===== src/rtl/ahb_apb_pkg.sv =====
// rtl/ahb_apb_pkg.sv - shared AHB/APB constants, bridge states and strobe helper
package ahb_apb_pkg;

  localparam logic [1:0] HTRANS_IDLE   = 2'b00;
  localparam logic [1:0] HTRANS_BUSY   = 2'b01;
  localparam logic [1:0] HTRANS_NONSEQ = 2'b10;
  localparam logic [1:0] HTRANS_SEQ    = 2'b11;

  localparam logic HRESP_OKAY  = 1'b0;
  localparam logic HRESP_ERROR = 1'b1;

  typedef enum logic [2:0] {
    ST_IDLE   = 3'd0,
    ST_WDATA  = 3'd1,
    ST_SETUP  = 3'd2,
    ST_ACCESS = 3'd3,
    ST_ERR1   = 3'd4,
    ST_ERR2   = 3'd5
  } state_t;

  // Larger-than-word sizes collapse to a full-word strobe on the 32-bit APB side.
  function automatic logic [3:0] size_to_strb(input logic [2:0] hsize, input logic [1:0] addr_lo);
    case (hsize)
      3'd0:    size_to_strb = 4'b0001 << addr_lo;
      3'd1:    size_to_strb = addr_lo[1] ? 4'b1100 : 4'b0011;
      default: size_to_strb = 4'hF;
    endcase
  endfunction

endpackage


===== src/rtl/ahb_apb_decoder.sv =====
// rtl/ahb_apb_decoder.sv - combinational address decode into completer select, index and miss
module ahb_apb_decoder
  import ahb_apb_pkg::*;
#(
  parameter int                    NUM_SLAVES  = 8,
  parameter int                    ADDR_WIDTH  = 32,
  parameter logic [ADDR_WIDTH-1:0] BASE_ADDR   = '0,
  parameter int                    REGION_BITS = 8
) (
  input  logic [ADDR_WIDTH-1:0] haddr,
  output logic [NUM_SLAVES-1:0] sel,
  output logic [3:0]            idx,
  output logic                  miss
);

  logic [ADDR_WIDTH-1:0] region;

  assign region = (haddr - BASE_ADDR) >> REGION_BITS;
  assign idx    = region[3:0];
  assign miss   = (haddr < BASE_ADDR) || (region >= ADDR_WIDTH'(NUM_SLAVES));

  always_comb begin
    sel = '0;
    for (int i = 0; i < NUM_SLAVES; i++)
      sel[i] = !miss && (region == ADDR_WIDTH'(i));
  end

endmodule


===== src/rtl/ahb_apb_bridge.sv =====
// rtl/ahb_apb_bridge.sv - AHB subordinate to APB4 requester bridge with decode and timeout
module ahb_apb_bridge
  import ahb_apb_pkg::*;
#(
  parameter int                    NUM_SLAVES  = 8,
  parameter int                    ADDR_WIDTH  = 32,
  parameter int                    DATA_WIDTH  = 32,
  parameter logic [ADDR_WIDTH-1:0] BASE_ADDR   = '0,
  parameter int                    REGION_BITS = 8,
  parameter int                    TIMEOUT     = 255
) (
  input  logic                             HCLK,
  input  logic                             HRESETn,
  input  logic                             HSEL,
  input  logic [ADDR_WIDTH-1:0]            HADDR,
  input  logic [1:0]                       HTRANS,
  input  logic                             HWRITE,
  input  logic [2:0]                       HSIZE,
  input  logic [3:0]                       HPROT,
  input  logic [DATA_WIDTH-1:0]            HWDATA,
  input  logic                             HREADY,
  output logic                             HREADYOUT,
  output logic                             HRESP,
  output logic [DATA_WIDTH-1:0]            HRDATA,
  output logic [ADDR_WIDTH-1:0]            PADDR,
  output logic [NUM_SLAVES-1:0]            PSEL,
  output logic                             PENABLE,
  output logic                             PWRITE,
  output logic [DATA_WIDTH-1:0]            PWDATA,
  output logic [3:0]                       PSTRB,
  output logic [2:0]                       PPROT,
  input  logic [NUM_SLAVES*DATA_WIDTH-1:0] PRDATA,
  input  logic [NUM_SLAVES-1:0]            PREADY,
  input  logic [NUM_SLAVES-1:0]            PSLVERR
);

  localparam int CNT_W = (TIMEOUT > 1) ? $clog2(TIMEOUT) : 1;

  state_t                  state;
  logic [NUM_SLAVES-1:0]   sel_q;
  logic [3:0]              idx_q;
  logic [CNT_W-1:0]        cnt;
  logic [NUM_SLAVES-1:0]   dec_sel;
  logic [3:0]              dec_idx;
  logic                    dec_miss;
  logic                    accept;
  logic                    timed_out;
  logic                    sel_ready;
  logic                    sel_err;
  logic [DATA_WIDTH-1:0]   sel_rdata;
  logic                    unused_hprot;

  assign unused_hprot = ^HPROT[3:2];

  ahb_apb_decoder #(
    .NUM_SLAVES (NUM_SLAVES),
    .ADDR_WIDTH (ADDR_WIDTH),
    .BASE_ADDR  (BASE_ADDR),
    .REGION_BITS(REGION_BITS)
  ) u_decoder (
    .haddr(HADDR),
    .sel  (dec_sel),
    .idx  (dec_idx),
    .miss (dec_miss)
  );

  assign accept = HSEL && HREADY && HREADYOUT &&
                  ((HTRANS == HTRANS_NONSEQ) || (HTRANS == HTRANS_SEQ));

  // Only the registered completer's returns are looked at; all others are ignored.
  always_comb begin
    sel_ready = 1'b0;
    sel_err   = 1'b0;
    sel_rdata = '0;
    for (int i = 0; i < NUM_SLAVES; i++) begin
      if (idx_q == 4'(i)) begin
        sel_ready = PREADY[i];
        sel_err   = PSLVERR[i];
        sel_rdata = PRDATA[DATA_WIDTH*i +: DATA_WIDTH];
      end
    end
  end

  assign timed_out = (TIMEOUT != 0) && (cnt == CNT_W'(TIMEOUT - 1));

  assign HREADYOUT = (state == ST_IDLE) || (state == ST_ERR2);
  assign HRESP     = ((state == ST_ERR1) || (state == ST_ERR2)) ? HRESP_ERROR : HRESP_OKAY;
  assign PSEL      = ((state == ST_SETUP) || (state == ST_ACCESS)) ? sel_q : '0;
  assign PENABLE   = (state == ST_ACCESS);

  always_ff @(posedge HCLK or negedge HRESETn) begin
    if (!HRESETn) begin
      state  <= ST_IDLE;
      sel_q  <= '0;
      idx_q  <= '0;
      cnt    <= '0;
      HRDATA <= '0;
      PADDR  <= '0;
      PWRITE <= 1'b0;
      PWDATA <= '0;
      PSTRB  <= '0;
      PPROT  <= '0;
    end else begin
      case (state)
        // ERR2 already drives HREADYOUT high, so it takes new transfers like IDLE.
        ST_IDLE, ST_ERR2: begin
          if (!accept) begin
            state <= ST_IDLE;
          end else if (dec_miss) begin
            state <= ST_ERR1;
          end else begin
            state  <= HWRITE ? ST_WDATA : ST_SETUP;
            sel_q  <= dec_sel;
            idx_q  <= dec_idx;
            PADDR  <= HADDR;
            PWRITE <= HWRITE;
            PSTRB  <= HWRITE ? size_to_strb(HSIZE, HADDR[1:0]) : 4'h0;
            PPROT  <= {~HPROT[0], 1'b0, HPROT[1]};
          end
        end
        ST_WDATA: begin
          PWDATA <= HWDATA;
          state  <= ST_SETUP;
        end
        ST_SETUP: begin
          cnt   <= '0;
          state <= ST_ACCESS;
        end
        ST_ACCESS: begin
          if (sel_ready) begin
            cnt <= '0;
            if (sel_err) begin
              state <= ST_ERR1;
            end else begin
              state <= ST_IDLE;
              if (!PWRITE) HRDATA <= sel_rdata;
            end
          end else if (timed_out) begin
            cnt   <= '0;
            state <= ST_ERR1;
          end else begin
            cnt <= cnt + CNT_W'(1);
          end
        end
        ST_ERR1: state <= ST_ERR2;
        default: state <= ST_IDLE;
      endcase
    end
  end

endmodule

===== config.mk =====
export PLATFORM = sky130hd
export DESIGN_NAME = ahb_apb_bridge
export DESIGN_NICKNAME = d
export VERILOG_FILES = /design/src/rtl/ahb_apb_pkg.sv /design/src/rtl/ahb_apb_decoder.sv /design/src/rtl/ahb_apb_bridge.sv
export SDC_FILE = /design/constraint.sdc
export NUM_CORES = 1
export LEC_CHECK = 0
export ABC_AREA = 1
export CORE_AREA = 3 3 178 180
export CTS_CLUSTER_DIAMETER = 200
export DETAILED_ROUTE_END_ITERATION = 12
export DIE_AREA = 0 0 181 183
export PLACE_DENSITY = 0.62
export SYNTH_ARGS = -nofsm -noshare
export SYNTH_HDL_FRONTEND = slang
export SYNTH_SLANG_ARGS = --single-unit

===== constraint.sdc =====
create_clock -name HCLK -period 1.9 [get_ports HCLK]
set_input_delay 0.19 -clock HCLK [delete_from_list [all_inputs] [get_ports HCLK]]
set_output_delay 0.19 -clock HCLK [all_outputs]
set_load 0.05 [all_outputs]

# Word-level counts from Yosys, hierarchy flattened
# Index checks and enable logic that the tools add are counted.
# totals
register_bits	126
input_bits	350
# op_classes
n_eq_ne	24
order_cmp	2
n_mux	39
bitwise_logic	4
addsub	1
reduce_logical	25
n_shift	1
# op_table
cell	count
$mux W32	8
$eq A24 B3 Y1 const B	4
$eq A24 B2 Y1 const B	2
$logic_not A32 Y1	1
$lt A32 B1 Y1 const B	1
$eq A24 B1 Y1 const B	1
$ge A24 B4 Y1 const B	1
$mux W8	3
$mux W1	17
$eq A4 B3 Y1 const B	4
$pmux W8 S2	1
$mux W3	5
$pmux W3 S5	1
$logic_and A1 B1 Y1	11
$add A8 B1 Y8 const B	1
$eq A4 B2 Y1 const B	2
$eq A8 B8 Y1 const B	1
$mux W4	2
$pmux W4 S2	1
$eq A3 B1 Y1 const B	2
$eq A3 B2 Y1 const B	2
$eq A3 B3 Y1 const B	2
$logic_not A3 Y1	2
$logic_or A1 B1 Y1	5
12 further kinds	16

# Logic depth before layout (Yosys ltp)
# depth
depth_word	12
depth_mapped	11
depth_no_buf	10

# Cells and area by module
# Synthesis repeated with hierarchy kept, for this count alone.
# hier_totals
hier_cells	927
area_unflattened_um2	7368.3
# by_module_without_submodules
module	area_per_inst_um2	instances	cells_each
ahb_apb_bridge	7146.9	1	879
ahb_apb_decoder	221.5	1	48

# Least setup slack after synthesis
# No wires, ideal clock.
# synth_path
path_type	register to register
startpoint	register state[0]
endpoint	register PWRITE
required_time_ns	1.781
path_buffers	1
setup_ns	0.119
slack_ns	-0.398
path_stages_with_launch	10
arrival_time_ns	2.179
synth_period_minus_slack_ns	2.298
path_cell_list	dfrtp_1 inv_1 nor2_1 nor2_1 nand4_1 nor2_2 inv_2 clkbuf_1 nand2_1 nand2_1
# synth_between
elab_chain_cells	5
elab_cells_between_ends	7
# synth_lines
item	line	rtl
start, declared	ahb_apb_bridge.sv:39	state_t state;
start signal, assigned	ahb_apb_bridge.sv:112	state <= HWRITE ? ST_WDATA : ST_SETUP;
$eq A3 B3 Y1 / $logic_not A3 Y1 (equally long branches)	ahb_apb_bridge.sv:86	assign HREADYOUT = (state == ST_IDLE) || (state == ST_ERR2);
$logic_or A1 B1 Y1 (*)	ahb_apb_bridge.sv:86	
named net HREADYOUT	ahb_apb_bridge.sv:22	output logic HREADYOUT,
$logic_and A1 B1 Y1 (*) (2 in series)	ahb_apb_bridge.sv:67	assign accept = HSEL && HREADY && HREADYOUT &&
$reduce_and A3 Y1 (no line) (*)	-	
end signal, assigned	ahb_apb_bridge.sv:99	PWRITE <= 1'b0;
end signal, assigned	ahb_apb_bridge.sv:116	PWRITE <= HWRITE;
end, declared	ahb_apb_bridge.sv:28	output logic PWRITE,
# The timed path passes the listed nets; every way through them passes the cells marked *.
# A chain may end at the register's enable or synchronous reset.

==> impl_metrics.py <==
metrics = {
    "logic_synthesis": {
        "ys_top_cells_by_count": "nand2_1, nand3_1, dfrtp_1, nor2_1, inv_1",
        "synthArstFlopShare": 1.00,
        "yosysSeqAreaShare": 0.438,
        "synth_top_area_share": 0.438,
        "synth.distinct_cells": 33,
        "synth_cells": 919,
        "ys_ff_latch": 122,
        "synth_enable_flop_cells": 0,
        "syn-cell-area_mm2": 0.00697,
        "synthTopCellsByArea": "dfrtp_1, nand3_1, nand2_1, mux2_2, nor2_1",
        "synth_top_area_cell": "dfrtp_1",
        "syn_area_per_cell_um2": 7.58,
        "synthFlopType": "dfrtp_1",
        "synthesis.nets": 1271,
        "ys_warn_count": 0,
        "synth.most_common_cell": "nand2_1",
    },
    "global_route": {
        "grt.total_usage": 0.200,
        "antenna_found_initial": 3,
        "grt_max_degree": 58,
        "grt_pass1_vias": 8305,
        "grt_pass1_wl_mm": 50.8,
        "grt_overflow": 0,
    },
    "detailed_routing": {
        "viasPerCell": 4.66,
        "vias": 8479,
        "first_iter_violations": 544,
        "drcViolationCount": 0,
        "ant_nets": 0,
        "drt_wl_total_mm": 35.5,
        "wl_per_cell_um": 19.5,
        "dr.pass1.iters": 5,
    },
    "die": {
        "die_h_um": 183,
        "rows": 64,
        "core_area_mm2": 0.0303,
        "die_area_mm2": 0.0331,
        "die_w_um": 181,
        "io_pins": 465,
        "initial_core_util": 0.230,
    },
    "pwr": {
        "total_power_mw": 7.10,
        "powerDensity_mw_per_mm2": 526,
        "p_leak_nw": 5.81,
        "ir_worst_vdd_mv": 0.565,
    },
    "sta": {
        "setup_ws_ns": -0.0325,
        "setup_viol_count_final": 7,
        "fin_crit_ns": 1.93,
        "rsz0062_at_grt": "yes",
        "drv_slew": 0,
        "fmax_ghz": 0.517,
        "skew_ns": 0.0188,
        "worst_pin_slew_ns": 0.597,
        "finalCritPeriodShare": 1.02,
        "fin_hold_ws_ns": 0.252,
        "slew_headroom": 0.601,
        "hold_viol_final": 0,
    },
    "finish": {
        "nNetsFinal": 1762,
        "areaGrowthSynthToFinish_pct": 93.7,
        "fin_cells": 1820,
        "fin_util": 0.445,
        "drive_gt1_frac": 0.145,
    },
    "clocking": {
        "cts_tree": "yes",
        "clkSinkCount": 122,
        "numCtsBuffers": 17,
        "clkLatencyLatePin_ns": 0.42,
        "cts_root_buf": "clkbuf_16",
        "clkTransAtPathRegs_ns": 0.06,
        "cts.htree.levels": 4,
        "ctsLongestPathBuffers": 2,
    },
    "placed_design": {
        "dp_cells": 1776,
        "gp_congestion": 0.899,
        "port_buffers": 460,
        "pre_cts_slack_ns": -0.0801,
        "detailed_place_hpwl_mm": 27.6,
    },
    "worst_setup_path": {
        "path_class": "flop to flop",
        "end_kind": "flop",
        "reg2reg_depth": 11,
        "crit_path_start_kind": "flop",
        "crit_fanout": 22,
        "rrSetupSlack_ns": -0.03,
        "worstPathRequired_ns": 2.19,
        "critPathArrivalTime_ns": 2.22,
    },
    "hold_path": {
        "hold_class": "input port to async pin",
    },
    "outcome": {
        "violations": "setup timing",
        "status": "finished with violations",
    },
    "job": {
        "drv_cap": 0,
    },
}
-- cell families after synthesis --
group | after synthesis | synth area share
DFF | 122 | 0.438
xor gates and xnor gates | 6 | 0.00754
and+or+nand+nor | 502 | 0.329
AOI/OAI and AO/OA | 124 | 0.0939
other | 1 | 0.000538
muxes | 32 | 0.0517
adders and majority gates | 2 | 0.00359
buffers and inverters | 130 | 0.0754
-- worst paths after layout --
kind                            startpoint          to
max in group asynchronous          HRESETn   PADDR[11]
worst min-delay path               HRESETn   PWDATA[4]
worst max-delay path              PADDR[9]  HRDATA[19]
worst max register to register    PADDR[9]  HRDATA[19]
worst min register to register    PADDR[4]    PADDR[4]
min in group HCLK                 HADDR[7]    PADDR[7]
-- critical path, stage by stage, from the launching register on --
cell,delay [ns]
dfrtp_2,0.48
nand2_2,0.10
inv_1,0.09
nand2_2,0.09
nor2_1,0.05
nor2_2,0.10
nand4_1,0.13
nor2_2,0.18
nand3_4,0.19
clkbuf_16,0.26
nand2_1,0.06
o21ai_1,0.06
-- routing by layer --
layer  global-route usage  wire length [um]  up-vias  share of wire
met5                    0                23        -        0.00065
met4               0.0698              1080        4          0.030
met3               0.0553              2870       50          0.081
met2                0.349             17700      395           0.50
met1                0.237             13800     3956           0.39
li1                     -                 -     4074              -
-- per-stage QoR --
step	area [um^2]	TNS, ns
CTS	13200	-0.0168
global route	13500	-4.04
finish	13500	-0.0494
floorplan	6980	0
detailed placement	12500	-1.75
global placement	12500	-0.938
-- cell usage in the layout, fill, tap and decap left out, types with 9 or more instances in the layout --
master / n
nor2_1: 83
a21oi_1: 39
dfrtp_1: 118
buf_4: 53
mux2_2: 32
o21ai_1: 31
nand3b_1: 12
clkbuf_16: 23
o21ai_0: 34
nand3_1: 163
nand2_1: 173
clkdlybuf4s50_1: 436
nor2_2: 11
o211ai_1: 9
nor2_4: 9
inv_1: 68
nand4_1: 31
buf_12: 23
-- power breakdown --
part	internal, mW	switching, mW	total, mW	leakage (nW)
clock network	2.11	1.26	3.37	0.286
registers	2.63	0.0161	2.65	1.44
logic	0.719	0.360	1.08	4.09
-- registers in the layout (all words and copies together) (netlist names) --
register and count:
HRDATA 32, PPROT 2, PSTRB 4, sel_q 8
state 3, PADDR 32, PWDATA 32, PWRITE 1
cnt 8
-- timing repair --
item,in CTS,in global routing
pin swaps,0,5
hold buffers,1,0
gates resized for setup,6,42
gates cloned,0,6
hold endpoints to repair,37,0
setup endpoints to repair,39,45
buffers inserted,0,4
-- final cells by class --
| cell class | count | area [um^2] |
|---|---|---|
| Antenna cell | 1 | 2.50 |
| Clock buffer | 19 | 443 |
| Clock inverter | 13 | 169 |
| Fill cell | 2986 | 16900 |
| Inverter | 76 | 290 |
| Multi-Input combinational cell | 667 | 3550 |
| Sequential cell | 122 | 3060 |
| Tap cell | 396 | 495 |
| Timing Repair Buffer | 526 | 5490 |
Power figures use the tool's default switching activity.
